## config.mk

```make
export PLATFORM = sky130hd
export DESIGN_NAME = reg_file_write_arbiter_flat
export DESIGN_NICKNAME = d
export VERILOG_FILES = /design/src/rtl/reg_file_write_arbiter_if.sv /design/src/rtl/reg_file_write_arbiter.sv /design/src/flat_wrapper.sv
export SDC_FILE = /design/constraint.sdc
export NUM_CORES = 1
export LEC_CHECK = 0
export ABC_CLOCK_PERIOD_IN_PS = 1400
export CAP_MARGIN = 10
export CORE_MARGIN = 4
export CORE_UTILIZATION = 28
export CTS_BUF_LIST = sky130_fd_sc_hd__clkbuf_4 sky130_fd_sc_hd__clkbuf_8
export DETAILED_ROUTE_END_ITERATION = 7
export PLACE_DENSITY = 0.55
export SYNTH_ARGS = -nofsm -noshare
export SYNTH_HDL_FRONTEND = slang
export SYNTH_SLANG_ARGS = --single-unit
export TNS_END_PERCENT = 30
```

## constraint.sdc

```tcl
create_clock -name clk -period 1.4 [get_ports clk]
set_clock_uncertainty 0.05 [all_clocks]
set_input_delay 0.35 -clock clk [delete_from_list [all_inputs] [get_ports clk]]
set_output_delay 0.35 -clock clk [all_outputs]
set_load 0.03 [all_outputs]
```

## src/rtl/reg_file_write_arbiter_if.sv

```systemverilog
// Writeback request bundle between the two requesters and the register-file
// write arbiter.
//   req0_* : requester 0 (ALU result path)  valid/addr/data in, ready out
//   req1_* : requester 1 (memory load path) valid/addr/data in, ready out
// master modport: requester side; slave modport: arbiter side.
interface reg_file_write_arbiter_if #(
  parameter int unsigned DATA_W = 8,
  parameter int unsigned ADDR_W = 2
);

  logic              req0_valid;
  logic [ADDR_W-1:0] req0_addr;
  logic [DATA_W-1:0] req0_data;
  logic              req0_ready;

  logic              req1_valid;
  logic [ADDR_W-1:0] req1_addr;
  logic [DATA_W-1:0] req1_data;
  logic              req1_ready;

  modport master (
    output req0_valid, req0_addr, req0_data,
    output req1_valid, req1_addr, req1_data,
    input  req0_ready, req1_ready
  );

  modport slave (
    input  req0_valid, req0_addr, req0_data,
    input  req1_valid, req1_addr, req1_data,
    output req0_ready, req1_ready
  );

endinterface

```

## src/rtl/reg_file_write_arbiter.sv

```systemverilog
// Shares the register file's single write port between two writeback
// requesters with round-robin arbitration, and clears every register after
// reset or on a clear command (the register file itself has no reset).
// Ports:
//   clk, rst_n       clock, asynchronous active-low reset
//   clear            synchronous request to re-run the clear sequence
//   req              requester handshakes (slave side); readies are combinational
//   rf_write_enable  registered write enable to the register file
//   rf_write_addr    registered write address
//   rf_write_data    registered write data
//   rf_write_src     registered source of current write (0: req0/clear, 1: req1)
//   init_done        registered, high once the clear sequence has completed
module reg_file_write_arbiter #(
  parameter int unsigned       DATA_W     = 8,
  parameter int unsigned       ADDR_W     = 2,
  parameter logic [DATA_W-1:0] INIT_VALUE = '0
) (
  input  logic                     clk,
  input  logic                     rst_n,
  input  logic                     clear,
  reg_file_write_arbiter_if.slave  req,
  output logic                     rf_write_enable,
  output logic [ADDR_W-1:0]        rf_write_addr,
  output logic [DATA_W-1:0]        rf_write_data,
  output logic                     rf_write_src,
  output logic                     init_done
);

  localparam int unsigned       NUM_REGS = 1 << ADDR_W;
  localparam logic [ADDR_W-1:0] LAST_IDX = ADDR_W'(NUM_REGS - 1);

  typedef enum logic {
    ST_INIT = 1'b0,
    ST_RUN  = 1'b1
  } state_t;

  state_t            state_q;
  state_t            state_d;
  logic [ADDR_W-1:0] init_idx_q;
  logic [ADDR_W-1:0] init_idx_d;
  logic              rr_ptr_q;
  logic              rr_ptr_d;

  logic              we_d;
  logic [ADDR_W-1:0] addr_d;
  logic [DATA_W-1:0] data_d;
  logic              src_d;
  logic              done_d;
  logic              gnt0;
  logic              gnt1;

  // State register
  always_ff @(posedge clk or negedge rst_n) begin
    if (!rst_n) begin
      state_q <= ST_INIT;
    end else begin
      state_q <= state_d;
    end
  end

  // Next-state logic; clear overrides everything and restarts the sweep
  always_comb begin
    state_d = state_q;
    if (clear) begin
      state_d = ST_INIT;
    end else if ((state_q == ST_INIT) && (init_idx_q == LAST_IDX)) begin
      state_d = ST_RUN;
    end
  end

  // Output / datapath logic: grants and next values of the output registers
  always_comb begin
    gnt0       = 1'b0;
    gnt1       = 1'b0;
    init_idx_d = init_idx_q;
    rr_ptr_d   = rr_ptr_q;
    we_d       = 1'b0;
    addr_d     = rf_write_addr;
    data_d     = rf_write_data;
    src_d      = rf_write_src;
    done_d     = init_done;

    if (clear) begin
      // No grant on a clear edge; addr/data/src hold, rr_ptr is kept.
      init_idx_d = '0;
      done_d     = 1'b0;
    end else if (state_q == ST_INIT) begin
      we_d       = 1'b1;
      addr_d     = init_idx_q;
      data_d     = INIT_VALUE;
      src_d      = 1'b0;
      init_idx_d = init_idx_q + ADDR_W'(1);
      if (init_idx_q == LAST_IDX) begin
        init_idx_d = '0;
        done_d     = 1'b1;
      end
    end else begin
      // rr_ptr names the requester favoured when both are valid
      gnt0 = req.req0_valid && (!req.req1_valid || !rr_ptr_q);
      gnt1 = req.req1_valid && (!req.req0_valid ||  rr_ptr_q);
      if (gnt0) begin
        we_d     = 1'b1;
        addr_d   = req.req0_addr;
        data_d   = req.req0_data;
        src_d    = 1'b0;
        rr_ptr_d = 1'b1;
      end else if (gnt1) begin
        we_d     = 1'b1;
        addr_d   = req.req1_addr;
        data_d   = req.req1_data;
        src_d    = 1'b1;
        rr_ptr_d = 1'b0;
      end
    end
  end

  assign req.req0_ready = gnt0;
  assign req.req1_ready = gnt1;

  // Output and bookkeeping registers
  always_ff @(posedge clk or negedge rst_n) begin
    if (!rst_n) begin
      init_idx_q      <= '0;
      rr_ptr_q        <= 1'b0;
      rf_write_enable <= 1'b0;
      rf_write_addr   <= '0;
      rf_write_data   <= '0;
      rf_write_src    <= 1'b0;
      init_done       <= 1'b0;
    end else begin
      init_idx_q      <= init_idx_d;
      rr_ptr_q        <= rr_ptr_d;
      rf_write_enable <= we_d;
      rf_write_addr   <= addr_d;
      rf_write_data   <= data_d;
      rf_write_src    <= src_d;
      init_done       <= done_d;
    end
  end

endmodule

```

## src/flat_wrapper.sv

```systemverilog
// flat-port wrapper written by rule: the top's interface ports become plain ports
module reg_file_write_arbiter_flat 
#(
  parameter int unsigned       DATA_W     = 8,
  parameter int unsigned       ADDR_W     = 2,
  parameter logic [DATA_W-1:0] INIT_VALUE = '0
)
  (clk, rst_n, clear, rf_write_enable, rf_write_addr, rf_write_data, rf_write_src, init_done, req_req0_valid, req_req0_addr, req_req0_data, req_req1_valid, req_req1_addr, req_req1_data, req_req0_ready, req_req1_ready);
  reg_file_write_arbiter_if #(.DATA_W(DATA_W), .ADDR_W(ADDR_W)) req_i ();
  input  logic clk;
  input  logic rst_n;
  input  logic clear;
  output logic rf_write_enable;
  output logic [ADDR_W-1:0] rf_write_addr;
  output logic [DATA_W-1:0] rf_write_data;
  output logic rf_write_src;
  output logic init_done;
  input wire logic [$bits(req_i.req0_valid)-1:0] req_req0_valid;
  input wire logic [$bits(req_i.req0_addr)-1:0] req_req0_addr;
  input wire logic [$bits(req_i.req0_data)-1:0] req_req0_data;
  input wire logic [$bits(req_i.req1_valid)-1:0] req_req1_valid;
  input wire logic [$bits(req_i.req1_addr)-1:0] req_req1_addr;
  input wire logic [$bits(req_i.req1_data)-1:0] req_req1_data;
  output wire logic [$bits(req_i.req0_ready)-1:0] req_req0_ready;
  output wire logic [$bits(req_i.req1_ready)-1:0] req_req1_ready;
  assign req_i.req0_valid = req_req0_valid;
  assign req_i.req0_addr = req_req0_addr;
  assign req_i.req0_data = req_req0_data;
  assign req_i.req1_valid = req_req1_valid;
  assign req_i.req1_addr = req_req1_addr;
  assign req_i.req1_data = req_req1_data;
  assign req_req0_ready = req_i.req0_ready;
  assign req_req1_ready = req_i.req1_ready;
  reg_file_write_arbiter #(.DATA_W(DATA_W), .ADDR_W(ADDR_W), .INIT_VALUE(INIT_VALUE)) u_core (.clk(clk), .rst_n(rst_n), .clear(clear), .req(req_i), .rf_write_enable(rf_write_enable), .rf_write_addr(rf_write_addr), .rf_write_data(rf_write_data), .rf_write_src(rf_write_src), .init_done(init_done));
endmodule
```

==> impl_metrics.env, run 1 <==
export IMPL_status="complete, but fails checks"
export IMPL_violations="negative setup slack"
export IMPL_wl_per_cell_um=12.8
export IMPL_place_congestion=0.800
export IMPL_postLayoutCellArea_mm2=0.00146
export IMPL_die_h_um=64.9
export IMPL_setup_viol=2
export IMPL_worstPathMaxFanout=4
export IMPL_clock_fmax_mhz=629
export IMPL_timing_hold_ws_ps=320
export IMPL_worstPathArrival_ps=1190
export IMPL_grt_pass1_wl_um=3670
export IMPL_antenna_left=0
export IMPL_worstHoldPathType="primary input to async pin"
export IMPL_p_clk_share_pct=20.6
export IMPL_synthArstFlopShare_pct=100
export IMPL_drive_above_1_share_pct=42.2
export IMPL_vias_per_cell=4.45
export IMPL_hpwlAfterDp_um=1770
export IMPL_syn_area_um2=906
export IMPL_switching_share_pct=31.7
export IMPL_seqPwrFrac_pct=43.7
export IMPL_ys_types=27
export IMPL_ctsHoldBuffers=0
export IMPL_route_detailed_drc=0
export IMPL_yosysTopAreaCell="dfrtp_1"
export IMPL_pwr_share_comb_pct=35.7
export IMPL_area_growth_pct=61.5
export IMPL_fin_setup_tns_ps=-342
export IMPL_vias=765
export IMPL_globalRouteTotalUtil_pct=10.9
export IMPL_antenna_cells=0
export IMPL_drv_slew=0
export IMPL_coreArea_mm2=0.00308
export IMPL_criticalPathCategory="flop to output port"
export IMPL_nFillCells=311
export IMPL_die_area_mm2=0.00421
export IMPL_end_kind="output port"
export IMPL_synth_seq_area_share_pct=47.0
export IMPL_placedInstanceArea_mm2=0.00138
export IMPL_ioPinCount=40
export IMPL_grt_max_degree=18
export IMPL_required_ps=1000
export IMPL_synthTopCellsByArea="dfrtp_1, o2bb2ai_2, mux2i_1"
export IMPL_maxCapViolCount=0
export IMPL_cts_clk_slew_worst_paths_ps=100
export IMPL_cts_buffers=3
export IMPL_grt_pass1_vias=816
export IMPL_rsz0062_at_grt="true"
export IMPL_switching_power_mw=0.437
export IMPL_drtIter0Drc=16
export IMPL_fin_crit_sh_pct=114
export IMPL_port_buffers=39
export IMPL_powerDensity_mw_per_mm2=943
export IMPL_start_util_pct=29.4
export IMPL_finalHoldViolCount=0
export IMPL_dr_pass1_iters=4
export IMPL_r2r_cells=5
export IMPL_synth_edf_count=0
export IMPL_critPathLaunchType="flop"
export IMPL_die_x_um=64.9
export IMPL_synth_warnings=0
export IMPL_clkLatencyLatePin_ps=280
export IMPL_cts_htree_levels=1
export IMPL_fin_nets=155
export IMPL_synth_seq_cells=17
export IMPL_avgSynthCellArea_um2=11.9
export IMPL_clock_sinks=17
export IMPL_fin_util_pct=47.5
export IMPL_cts_root_buffer="clkbuf_4"
export IMPL_fin_crit_ps=1590
export IMPL_internal_power_mw=0.941
export IMPL_worstMarginPinSlew_ps=276
export IMPL_leakage_nw=0.672
export IMPL_ir_drop_uv=411
export IMPL_yosysTopAreaCellShare_pct=47.0
export IMPL_setup_ws_ps=-190
export IMPL_overflow=0
export IMPL_synthCells=76
export IMPL_synthFlopType="dfrtp_1"
export IMPL_relSlewSlack_pct=81.6
export IMPL_clockBufferDepth=2
export IMPL_num_rows=20
export IMPL_power_mw=1.38
export IMPL_grt_antenna_before_repair=0
export IMPL_routed_wl_um=2210
export IMPL_tritoncts="yes"
export IMPL_syn_nets=102
[worst max-delay path, cell delays in order (launching register included)]
cell and delay [ps]:
dfrtp_2 460, a21boi_4 140, and3_4 190, buf_6 120
[registers in the layout (all words and copies together) (netlist names)]
name	cells
u_core.init_done	1
u_core.init_idx_q	2
u_core.rf_write_addr	2
u_core.rf_write_data	8
u_core.rf_write_enable	1
u_core.rf_write_src	1
u_core.rr_ptr_q	1
u_core.state_q	1
[synth_stat cells, drive strengths merged, types with 2 or more instances]
library cell,instances
dfrtp,17
mux2i,9
o2bb2ai,8
inv,7
nor2,6
buf,4
nand2,3
a21oi,2
a22o,2
nor3b,2
o221ai,2
or2,2
[layout by cell type, fill, tap and decap left out, types with 2 or more instances in the layout]
cell type / n
o2bb2ai_2: 8
a21oi_1: 2
a22o_1: 2
mux2i_1: 8
clkbuf_4: 4
buf_4: 24
dfrtp_2: 2
inv_1: 6
nand2_1: 3
o221ai_1: 2
clkdlybuf4s50_1: 21
buf_6: 4
dlygate4sd2_1: 3
dfrtp_1: 15
nor2_1: 5
[per-layer routing]
metal	vias up	wire length [um]	track usage [%]
met2	31	1040	18.9
li1	377	-	-
met4	0	0	1.58
met5	-	0	0
met3	0	206	3.64
met1	357	961	13.2
[power groups by stage]
stage	Clock (mW)	Combinational [mW]	Sequential, mW
global placement	0	0.461	0.600
floorplan	0	0.206	0.653
CTS	0.301	0.488	0.598
global route	0.315	0.531	0.609
finish	0.284	0.492	0.603
detailed placement	0	0.467	0.602
[stage by stage]
stage / setup slack [ps] / std cells
after global routing: -236 / 172
after floorplan: -39.5 / 76
after global placement: -443 / 166
final: -190 / 172
after CTS: -231 / 171
after detailed placement: -489 / 166
[cell families (layout without fill, tap and decap cells)]
family,after synthesis,after routing,share of synthesized area [%]
AOI/OAI and AO/OA,18,18,22.4
adders and majority gates,1,1,1.38
buffers and inverters,12,64,7.73
DFF,17,17,47.0
muxes,9,9,9.95
and+or+nand+nor,19,19,11.6
[worst paths after layout]
kind                                                startpoint                                   to  slack, ps
max                                u_core.rr_ptr_q$_DFFE_PN0P_                       req_req0_ready       -190
min                                                      rst_n      u_core.rf_write_src$_DFFE_PN0P_        320
max reg2reg                         u_core.state_q$_DFFE_PN0P_  u_core.rf_write_data[4]$_DFFE_PN0P_         40
min reg2reg                u_core.rf_write_data[5]$_DFFE_PN0P_  u_core.rf_write_data[5]$_DFFE_PN0P_        460
max in group asynchronous                                rst_n           u_core.state_q$_DFFE_PN0P_        770
min in group clk                                         clear         u_core.init_done$_DFFE_PN0P_        440
[layout make-up]
class / instances / area [um2] / area share [%]
timing repair buffer: 53 / 482 / 32.9
sequential: 17 / 428 / 29.3
tap: 44 / 55.1 / 3.76
inverter: 7 / 26.3 / 1.80
clock buffer: 4 / 30.0 / 2.05
multi-input combinational: 47 / 442 / 30.2
[repair_timing]
item / 4_1_cts / 5_1_grt
setup endpoints to repair: 13 / 10
resized for setup: 10 / 6
pin swaps: 2 / 2
buffers inserted: 1 / 1
Note: power is estimated with default switching activity, not from simulation.
==> inputs of run 2 (changes only) <==
CORE_UTILIZATION = 43   (was 28)
PLACE_DENSITY = 0.8   (was 0.55)
==> impl_metrics.env, run 2 (synthesis results as in run 1) <==
export IMPL_status="complete, but fails checks"
export IMPL_violations="negative setup slack"
export IMPL_antenna_cells=0
export IMPL_port_buffers=39
export IMPL_busiest_layer="met2"
export IMPL_worstPathArrival_ps=1180
export IMPL_dr_pass1_iters=2
export IMPL_setup_ws_ps=-185
export IMPL_setup_viol=11
export IMPL_drv_slew=0
export IMPL_multi_input_area_um2=455
export IMPL_grt_antenna_before_repair=0
export IMPL_ioPinCount=40
export IMPL_vias_per_cell=4.95
export IMPL_maxCapViolCount=0
export IMPL_grt_pass1_wl_um=3350
export IMPL_fin_setup_tns_ps=-775
export IMPL_clockBufferDepth=2
export IMPL_postLayoutCellArea_mm2=0.00146
export IMPL_reg2reg_slack_ps=-60
export IMPL_nFillCells=138
export IMPL_powerDensity_mw_per_mm2=948
export IMPL_worstHoldPathType="primary input to async pin"
export IMPL_drive_above_1_share_pct=41.2
export IMPL_fin_nets=158
export IMPL_hpwlAfterDp_um=1700
export IMPL_timing_hold_ws_ps=345
export IMPL_cts_root_buffer="clkbuf_4"
export IMPL_placedInstanceArea_mm2=0.00134
export IMPL_route_detailed_drc=0
export IMPL_die_area_mm2=0.00291
export IMPL_cts_buffers=3
export IMPL_r2r_cells=5
export IMPL_grtUsageMet1_pct=17.4
export IMPL_grt_use_met3_pct=4.16
export IMPL_tritoncts="yes"
export IMPL_required_ps=1000
export IMPL_clock_fmax_mhz=631
export IMPL_end_kind="output port"
export IMPL_leakage_nw=0.688
export IMPL_vias=782
export IMPL_grtUsageMet2_pct=29.0
export IMPL_die_h_um=53.9
export IMPL_critPathLaunchType="primary input"
export IMPL_layout_commonest_cell="buf_4"
export IMPL_overflow=0
export IMPL_clkLatencyLatePin_ps=280
export IMPL_worstMarginPinSlew_ps=305
export IMPL_fin_crit_ps=1580
export IMPL_rsz0062_at_grt="true"
export IMPL_worstPathMaxFanout=5
export IMPL_grt_pass1_vias=784
export IMPL_routed_wl_um=2180
export IMPL_criticalPathCategory="primary input to output port"
export IMPL_relSlewSlack_pct=79.7
export IMPL_seq_area_um2=425
export IMPL_area_growth_pct=60.9
export IMPL_coreArea_mm2=0.00198
export IMPL_pre_cts_slack_ps=-490
export IMPL_cts_clk_slew_worst_paths_ps=100
export IMPL_largestRegisters="u_core.rf_write_data (8), u_core.init_idx_q (2), u_core.rf_write_addr (2)"
export IMPL_ir_drop_uv=562
export IMPL_globalRouteTotalUtil_pct=16.0
export IMPL_start_util_pct=45.7
export IMPL_cts_htree_levels=1
export IMPL_final_cell_mix="buf_4, clkdlybuf4s50_1, dfrtp_1"
export IMPL_fin_util_pct=73.5
export IMPL_clock_sinks=17
export IMPL_die_x_um=53.9
export IMPL_num_rows=16
export IMPL_place_congestion=0.840
export IMPL_antenna_left=0
export IMPL_fin_crit_sh_pct=113
export IMPL_reg2reg_from="u_core.state_q$_DFFE_PN0P_"
export IMPL_ctsHoldBuffers=0
export IMPL_finalHoldViolCount=0
export IMPL_wl_per_cell_um=13.8
export IMPL_regMostFlops="u_core.rf_write_data"
export IMPL_largest_reg_flops=8
export IMPL_grt_max_degree=18
export IMPL_r2r_end="u_core.rf_write_data[3]$_DFFE_PN0P_"
export IMPL_drtIter0Drc=5
## run 2: timing repair
action	4_1_cts	5_1_grt
resized for setup	14	5
buffers inserted	3	3
setup endpoints to repair	13	13
pin swaps	10	5
## run 2: where the power goes
| part | internal [mW] | switching (mW) | total (mW) |
|---|---|---|---|
| Clock | 0.106 | 0.145 | 0.251 |
| Combinational | 0.292 | 0.242 | 0.535 |
| Sequential | 0.546 | 0.0503 | 0.596 |
| Total | 0.944 | 0.438 | 1.38 |
## run 2: worst max path at each step
stage | start | cells past startpoint | slack [ps] | endpoint
4_1_cts | u_core.rr_ptr_q$_DFFE_PN0P_ | 3 | -200 | req_req0_ready
3_5_place_dp | req_req0_valid | 5 | -490 | u_core.rf_write_data[2]$_DFFE_PN0P_
2_1_floorplan | u_core.rr_ptr_q$_DFFE_PN0P_ | 3 | -40 | req_req0_ready
3_3_place_gp | req_req0_valid | 4 | -430 | req_req0_ready
5_1_grt | u_core.rr_ptr_q$_DFFE_PN0P_ | 3 | -220 | req_req0_ready
6_report | req_req0_valid | 4 | -180 | req_req0_ready
## run 2: critical path, cell delays in order
cell and delay (ps):
dlygate4sd2_1 310, a21boi_4 210, and3_4 180, buf_6 120
## run 2: final cells by class
type	instances	area share [%]
flip-flops and latches	17	29.2
repair buffers	56	33.6
multi-input cells	47	31.2
clock inverters	1	0.343
inverters	7	1.80
clock buffers	3	1.55
well taps	27	2.32
## run 2: metrics by stage
step / total power, mW / cells
CTS: 1.36 / 156
detailed placement: 1.06 / 149
global placement: 1.05 / 149
finish: 1.38 / 158
floorplan: 0.859 / 76
global route: 1.47 / 158
## run 2: routing by layer
layer  share of wire (%)  routed length [um]  vias to the layer above
met3                  11                 236                        4
met2                  47                1020                       37
met4                 1.6                  34                        0
li1                    -                   -                      382
met5                   0                   0                        -
met1                  41                 887                      359
==> inputs of run 3 (changes only) <==
CORE_MARGIN = not set   (was 4)
==> impl_metrics.env, run 3 (synthesis results as in run 1) <==
export IMPL_end_kind="output port"
export IMPL_layout_commonest_cell="buf_4"
export IMPL_worstPathMaxFanout=3
export IMPL_grt_pass1_wl_um=3240
export IMPL_die_x_um=47.9
export IMPL_clock_fmax_mhz=620
export IMPL_area_growth_pct=68.0
export IMPL_setup_ws_ps=-213
export IMPL_largest_reg_flops=8
export IMPL_worstHoldPathType="primary input to async pin"
export IMPL_dr_pass1_iters=3
export IMPL_placedInstanceArea_mm2=0.00138
export IMPL_wl_per_cell_um=15.0
export IMPL_clockBufferDepth=2
export IMPL_grt_pass1_vias=730
export IMPL_largestRegisters="u_core.rf_write_data (8), u_core.init_idx_q (2), u_core.rf_write_addr (2)"
export IMPL_powerDensity_mw_per_mm2=976
export IMPL_die_h_um=47.9
export IMPL_hpwlAfterDp_um=1800
export IMPL_rsz0062_at_grt="true"
export IMPL_drtIter0Drc=15
export IMPL_grt_max_degree=18
export IMPL_routed_wl_um=2390
export IMPL_fin_crit_ps=1610
export IMPL_critPathLaunchType="flop"
export IMPL_place_congestion=0.799
export IMPL_drv_slew=0
export IMPL_nFillCells=134
export IMPL_die_area_mm2=0.00229
export IMPL_pre_cts_slack_ps=-403
export IMPL_vias_per_cell=5.08
export IMPL_drive_above_1_share_pct=42.4
export IMPL_reg2reg_from="u_core.rr_ptr_q$_DFFE_PN0P_"
export IMPL_overflow=0
export IMPL_start_util_pct=46.2
export IMPL_regMostFlops="u_core.rf_write_data"
export IMPL_status="complete, but fails checks"
export IMPL_cts_buffers=3
export IMPL_power_mw=1.49
export IMPL_clock_sinks=17
export IMPL_relSlewSlack_pct=83.2
export IMPL_route_detailed_drc=0
export IMPL_antenna_cells=0
export IMPL_finalHoldViolCount=0
export IMPL_criticalPathCategory="flop to output port"
export IMPL_final_cell_mix="buf_4, clkdlybuf4s50_1, dfrtp_1"
export IMPL_multi_input_area_um2=467
export IMPL_clkLatencyLatePin_ps=300
export IMPL_cp_startpoint="u_core.rr_ptr_q$_DFFE_PN0P_"
export IMPL_cts_root_buffer="clkbuf_4"
export IMPL_maxCapViolCount=0
export IMPL_antenna_left=0
export IMPL_grt_antenna_before_repair=0
export IMPL_timing_hold_ws_ps=304
export IMPL_violations="negative setup slack"
export IMPL_fin_nets=159
export IMPL_reg2reg_slack_ps=-70
export IMPL_worstPathArrival_ps=1210
export IMPL_required_ps=1000
export IMPL_globalRouteTotalUtil_pct=21.2
export IMPL_vias=808
export IMPL_worstMarginPinSlew_ps=253
export IMPL_leakage_nw=0.705
export IMPL_cts_htree_levels=1
export IMPL_cts_clk_slew_worst_paths_ps=100
export IMPL_seq_area_um2=425
export IMPL_setup_viol=12
export IMPL_ioPinCount=40
export IMPL_fin_crit_sh_pct=115
export IMPL_ir_drop_uv=620
export IMPL_num_rows=16
export IMPL_tritoncts="yes"
export IMPL_ctsHoldBuffers=0
export IMPL_port_buffers=39
export IMPL_coreArea_mm2=0.00196
export IMPL_postLayoutCellArea_mm2=0.00152
[run 3: changes by cell type in the layout (fill, tap and decap cells not counted), moves of 2 or more]
| cell | change |
|---|---|
| buf_12 | +2 |
| mux2i_4 | +2 |
| mux2i_1 | -2 |
| buf_6 | +3 |
| buf_4 | -4 |
[run 3: worst max-delay path: stages (launching register included)]
cell and delay [ps]:
dfrtp_1 430, a21boi_2 170, and3_1 180, buf_6 130
[run 3: path summary, 6_finish.rpt]
kind | to | cells after the start
worst max-delay path | req_req0_ready | 3
worst min-delay path | u_core.rf_write_src$_DFFE_PN0P_ | 2
worst max register to register | u_core.rf_write_data[3]$_DFFE_PN0P_ | 6
worst min register to register | u_core.rf_write_data[2]$_DFFE_PN0P_ | 1
max in group asynchronous | u_core.rf_write_data[0]$_DFFE_PN0P_ | 2
min in group clk | u_core.rf_write_data[2]$_DFFE_PN0P_ | 1
[run 3: area by class of cell]
cell class / instances / share of cell area (%)
repair buffers: 57 / 35.4
flip-flops and latches: 17 / 28.0
multi-input cells: 47 / 30.7
inverters: 7 / 1.73
well taps: 27 / 2.22
clock buffers: 4 / 1.97
[run 3: routing by layer]
| layer | track usage, % | vias up | wire (um) |
|---|---|---|---|
| met5 | 0 | - | 0 |
| met4 | 10.0 | 0 | 31 |
| met3 | 2.26 | 4 | 80 |
| met2 | 34.3 | 18 | 1280 |
| met1 | 28.1 | 404 | 995 |
| li1 | - | 382 | - |
[run 3: power by group]
part / total, mW / switching [mW] / leakage [nW] / internal (mW)
combinational: 0.602 / 0.272 / 0.459 / 0.330
sequential: 0.595 / 0.0488 / 0.228 / 0.546
clock: 0.289 / 0.158 / 0.0184 / 0.130
[run 3: repair_timing]
item,CTS,global route
pin swaps,7,4
gates resized for setup,16,6
setup endpoints to repair,14,12
setup buffers,5,1
hold endpoints to repair,0,0
[run 3: metrics by stage]
| stage | cells | utilization, % | setup TNS (ps) |
|---|---|---|---|
| final | 159 | 77.6 | -737 |
| after CTS | 158 | 75.6 | -600 |
| after global routing | 159 | 77.6 | -1430 |
| after global placement | 150 | 70.2 | -5000 |
| after floorplan | 76 | - | -39.5 |
| after detailed placement | 150 | 70.2 | -5510 |
==> RTL edit 1, RTL diff (config.mk and constraints of run 3) <==
`rf_write_data` no longer has a reset.
--- a/src/rtl/reg_file_write_arbiter.sv
+++ b/src/rtl/reg_file_write_arbiter.sv
@@ -124,7 +124,6 @@
       rr_ptr_q        <= 1'b0;
       rf_write_enable <= 1'b0;
       rf_write_addr   <= '0;
-      rf_write_data   <= '0;
       rf_write_src    <= 1'b0;
       init_done       <= 1'b0;
     end else begin
@@ -132,11 +131,14 @@
       rr_ptr_q        <= rr_ptr_d;
       rf_write_enable <= we_d;
       rf_write_addr   <= addr_d;
-      rf_write_data   <= data_d;
       rf_write_src    <= src_d;
       init_done       <= done_d;
     end
   end
 
+  always_ff @(posedge clk) begin
+    rf_write_data <= data_d;
+  end
+
 endmodule
 
Check against the original RTL: differs if rst_n is asserted again (counterexample within 10 cycles, from zero or initial values and one cycle with rst_n low); with rst_n held inactive, the same outputs for 10 cycles.
==> RTL edit 1 against run 3 <==
  * The flow still finishes with violations (setup timing)
  * Worst setup slack gained 0.0014 ns
  * Design area decreased by 8.5%
  * Sequential cell count did not move
  * Register-to-register slack gained 0.03 ns
  * Routed wire length down 8.2%
  * Power hardly changed
  * Clock power is 10% lower
  * Area after synthesis decreased by 9.9%
  * Critical path type unchanged
==> RTL edit 1: results (changes against run 3) <==
mux contribution to synthesized area 0.01227 (-0.08718); async set-or-reset flop fraction in the synthesized netlist 0.5294 (-0.4706); pin count of the biggest net entering global routing 12 (-6); Detailed Route Iter0 Violations 3 (-12); Avg WL per Cell 13.81 um (-8.2%); vias in the first global route 756 (+3.6%); GRT met2 Usage 0.4257 (+0.08247); placed insts 154 (+2.7%); Peak VDD IR 863.8 uV (+39%); Critical R2R Launch u_core.state_q$_DFFE_PN0P_; clk_lat worst skew 0.28 ns (-0.02 ns); Commonest cells post-synth 18 x nand2_1, 11 x a21oi_1, 9 x dfrtp_1; WL met3 127 um (+59%); outcome complete, but fails checks; top post-synthesis cells by area edfxtp_1 29%, dfrtp_1 28%, nand2_1 8.3%; failing checks setup timing; Syn Nets 106 (+3.9%); gpl congestion 0.8474 (+6.1%); fraction of layout cells with a size suffix above 1 0.3507 (-0.07350); LEAKAGE 0.6166 nW (-13%); Post-Place Worst Slack -0.4282 ns (-0.02525 ns); crit-path max FO 5 (+2); met2 WL 1.179 mm (-8.2%); length of routed wiring on met1 878 um (-12%); hpwl dp 1.668 mm (-7.4%); Final setup viols 4 (-8); met3 Use GR 0.02778 (+0.005136); Placement Cell Area 0.001316 mm2 (-4.4%); setup TNS -0.4452 ns (+0.2914 ns); crit path from u_core.rr_ptr_q$_DFFE_PN0P_; worst slew pin tran 0.4054 ns (+0.1526 ns); M1 GR Usage 0.2468 (-0.03464); Gate Count Post-Synth 80 (+5.3%); Setup WS post-layout -0.2119 ns (+0.001419 ns); number of flops mapped to enable cells by yosys 8 (+8); gr usage total 0.2190 (+0.007366)
==> RTL edit 1: cell types whose count changed after synthesis, moves of 3 or more <==
cell	before	now
a21oi_1	2	11
inv_1	7	3
dfrtp_1	17	9
o2bb2ai_2	8	0
edfxtp_1	0	8
o21ai_0	0	3
nand2_1	3	18
mux2i_1	9	1
==> RTL edit 1: where the power goes <==
part | total, W | switching [W] | internal, W | leakage, nW
registers | 0.000647 | 0.0000469 | 0.000600 | 0.200
logic | 0.000581 | 0.000320 | 0.000261 | 0.399
clock network | 0.000259 | 0.000153 | 0.000106 | 0.0177
total | 0.00149 | 0.000520 | 0.000967 | 0.617
==> RTL edit 1: final cells by class <==
class	count	area, um2
clock buffer	3	22.52
clock inverter	1	5.005
fill	113	352.8
inverter	3	13.76
multi-input combinational	56	360.3
sequential	17	465.4
tap	25	31.28
timing repair buffer	54	494.2
==> RTL edit 1: kinds of logic after synthesis <==
logic type      after synthesis
compound gates               21
fa+ha+maj                     1
buf+inv                       7
flops                        17
mux                           1
simple gates                 33
==> RTL edit 1: what timing repair did <==
action                     4_1_cts  5_1_grt
resized for setup               29        9
setup endpoints to repair       30       17
pin swaps                        2        2
setup buffers                    1        0
==> RTL edit 1: final timing paths <==
kind	end	slack, ns	cells past startpoint
min in group clk	u_core.init_done$_DFFE_PN0P_	0.45	2
worst min register to register	u_core.init_done$_DFFE_PN0P_	0.45	2
worst max register to register	u_core.rf_write_addr[0]$_DFFE_PN0P_	-0.04	4
worst max-delay path	req_req1_ready	-0.21	4
worst min-delay path	u_core.rf_write_src$_DFFE_PN0P_	0.30	1
max in group asynchronous	u_core.rf_write_enable$_DFF_PN0_	0.72	1
==> RTL edit 2, RTL diff (flow settings as in run 3) <==
Without the edit above. `ADDR_W` is set to 2 in 3 places; all go to 1.
--- a/src/rtl/reg_file_write_arbiter_if.sv
+++ b/src/rtl/reg_file_write_arbiter_if.sv
@@ -5,7 +5,7 @@
 // master modport: requester side; slave modport: arbiter side.
 interface reg_file_write_arbiter_if #(
   parameter int unsigned DATA_W = 8,
-  parameter int unsigned ADDR_W = 2
+  parameter int unsigned ADDR_W = 1
 );
 
   logic              req0_valid;
--- a/src/rtl/reg_file_write_arbiter.sv
+++ b/src/rtl/reg_file_write_arbiter.sv
@@ -12,7 +12,7 @@
 //   init_done        registered, high once the clear sequence has completed
 module reg_file_write_arbiter #(
   parameter int unsigned       DATA_W     = 8,
-  parameter int unsigned       ADDR_W     = 2,
+  parameter int unsigned       ADDR_W     = 1,
   parameter logic [DATA_W-1:0] INIT_VALUE = '0
 ) (
   input  logic                     clk,
--- a/src/flat_wrapper.sv
+++ b/src/flat_wrapper.sv
@@ -2,7 +2,7 @@
 module reg_file_write_arbiter_flat 
 #(
   parameter int unsigned       DATA_W     = 8,
-  parameter int unsigned       ADDR_W     = 2,
+  parameter int unsigned       ADDR_W     = 1,
   parameter logic [DATA_W-1:0] INIT_VALUE = '0
 )
   (clk, rst_n, clear, rf_write_enable, rf_write_addr, rf_write_data, rf_write_src, init_done, req_req0_valid, req_req0_addr, req_req0_data, req_req1_valid, req_req1_addr, req_req1_data, req_req0_ready, req_req1_ready);
Ports: changed (resized req_req0_addr, req_req1_addr and rf_write_addr); port bits go from 40 to 37. No check against the original RTL was run, so the function may have changed too.
==> RTL edit 2 against run 3 <==
  * The run ends with DRC, setup timing left
  * Area after synthesis down 18%
  * Power down 3.7%
  * Fmax up 1.5%
  * Design area down 16%
  * Largest cell class unchanged
  * Worst setup slack better by 0.024 ns
  * Sequential cell count down 2
  * Via count down 18%
  * Routed wire length down 20%
  * Clock power down 14%
  * Highest routed layer unchanged
==> RTL edit 2: results (changes against run 3) <==
length of routed wiring on met1 816 um (-18%); syn avg cell area 12.14 um2 (+1.9%); first-pass GRT wire length 2.987 mm (-7.9%); crit-path max FO 3 (unchanged); maximum clock insertion buffer count 2 (unchanged); placed insts 121 (-19%); pin count of the biggest net entering global routing 16 (-2); post-synth cell types 23 (-15%); LEAKAGE 0.5893 nW (-16%); Setup WS post-layout -0.1896 ns (+0.02381 ns); met2 WL 979 um (-24%); register name with the most flops u_core.rf_write_data; register area share after synthesis 0.5068 (+0.03714); outcome complete, but fails checks; final cell count without fillers 129 (-19%); worst slew pin tran 0.3420 ns (+0.08923 ns); Final setup viols 2 (-10); failing checks DRC, setup timing; I/O Buffers 36 (-7.7%); Peak VDD IR 822.7 uV (+33%); DR vias/cell 5.132 (+0.98%); hpwl dp 1.385 mm (-23%); Nets 137 (-14%); met3 Use GR 0.07500 (+0.05236); vias in the first global route 648 (-11%); Clock transition at path regs 0.09 ns; top_reg_cell synth dfrtp_1; Detailed Route Iter0 Violations 11 (-4); Commonest cells post-synth 15 x dfrtp_1, 9 x mux2i_1, 8 x o2bb2ai_1; GRT met2 Usage 0.3576 (+0.01433); M1 GR Usage 0.2923 (+0.01095); Hold Path Class primary input to asynchronous set/reset pin; drt total wl 1.913 mm (-20%); top sig layer met4; Syn Nets 84 (-18%); WL met3 83 um (+3.8%); gr usage total 0.2308 (+0.01910); Worst EP arrival 1.19 ns (-0.02 ns); fraction of layout cells with a size suffix above 1 0.4071 (-0.01716); fillers 98 (-27%); first-pass iteration count of the detailed router 6 (+3); gpl congestion 0.7262 (-9.1%); top post-synthesis cells by area dfrtp_1 51%, mux2i_1 12%, o2bb2ai_1 9.5%; DRC 4 (+4); Placement Cell Area 0.001162 mm2 (-16%)
-- RTL edit 2: cell count changes after synthesis, moves of 2 or more --
| cell | run 3 | this run |
|---|---|---|
| inv_1 | 7 | 3 |
| or2b_1 | 0 | 2 |
| dfrtp_1 | 17 | 15 |
| nor2_1 | 6 | 4 |
| o2bb2ai_1 | 0 | 8 |
| nand2_1 | 3 | 0 |
| o2bb2ai_2 | 8 | 0 |
| o221ai_1 | 2 | 0 |
-- RTL edit 2: through the flow --
step           worst slack [ns]  setup TNS [ns]  utilization
2_1_floorplan           0.01517               0            -
3_3_place_gp            -0.4577          -5.152       0.7456
3_5_place_dp            -0.4919          -5.915       0.7456
4_1_cts                 -0.2046         -0.3870       0.7921
5_1_grt                 -0.2375         -0.4810       0.8170
6_report                -0.1896         -0.3680       0.8170
-- RTL edit 2: logic make-up after synthesis --
kind of cell	share of synthesized area
and+or+nand+nor	0.09630
xor gates and xnor gates	0.01183
muxes	0.1216
DFF	0.5068
buffers and inverters	0.06587
AOI/OAI and AO/OA	0.1976
-- RTL edit 2: final timing paths --
check                      depth (start not counted)                           startpoint  slack, ns                                   to
hold / removal                                     2                                rst_n       0.31         u_core.init_done$_DFFE_PN0P_
max in group asynchronous                          2                                rst_n       0.80          u_core.rr_ptr_q$_DFFE_PN0P_
setup reg to reg                                   4           u_core.state_q$_DFFE_PN0P_       0.03     u_core.rf_write_addr$_DFFE_PN0P_
hold reg to reg                                    1  u_core.rf_write_data[5]$_DFFE_PN0P_       0.45  u_core.rf_write_data[5]$_DFFE_PN0P_
setup / recovery                                   3          u_core.rr_ptr_q$_DFFE_PN0P_      -0.19                       req_req1_ready
min in group clk                                   1  u_core.rf_write_data[5]$_DFFE_PN0P_       0.45  u_core.rf_write_data[5]$_DFFE_PN0P_
-- RTL edit 2: final cells by class --
cell class	count	area, um2	area share
Clock inverter	1	5.005	0.003929
Sequential cell	15	376.6	0.2957
Tap cell	16	20.02	0.01572
Timing Repair Buffer	51	464.2	0.3644
Clock buffer	3	22.52	0.01768
Inverter	4	15.01	0.01179
Multi-Input combinational cell	39	370.4	0.2908
-- RTL edit 2: worst max-delay path, stage by stage, from the launching register on --
cell and delay [ns]:
dfrtp_2 0.43, nor2b_4 0.06, nor4_4 0.24, buf_6 0.17
-- RTL edit 2: power breakdown --
group | total (W) | switching (W) | internal (W)
clock | 0.000248 | 0.000141 | 0.000106
combinational | 0.000612 | 0.000292 | 0.000320
sequential | 0.000571 | 0.0000659 | 0.000505
total | 0.00143 | 0.000500 | 0.000931
-- RTL edit 2: timing repair --
item	4_1_cts	5_1_grt
buffers inserted	2	2
resized for setup	16	5
pin swaps	1	0
hold endpoints to repair	0	0
setup endpoints to repair	12	11
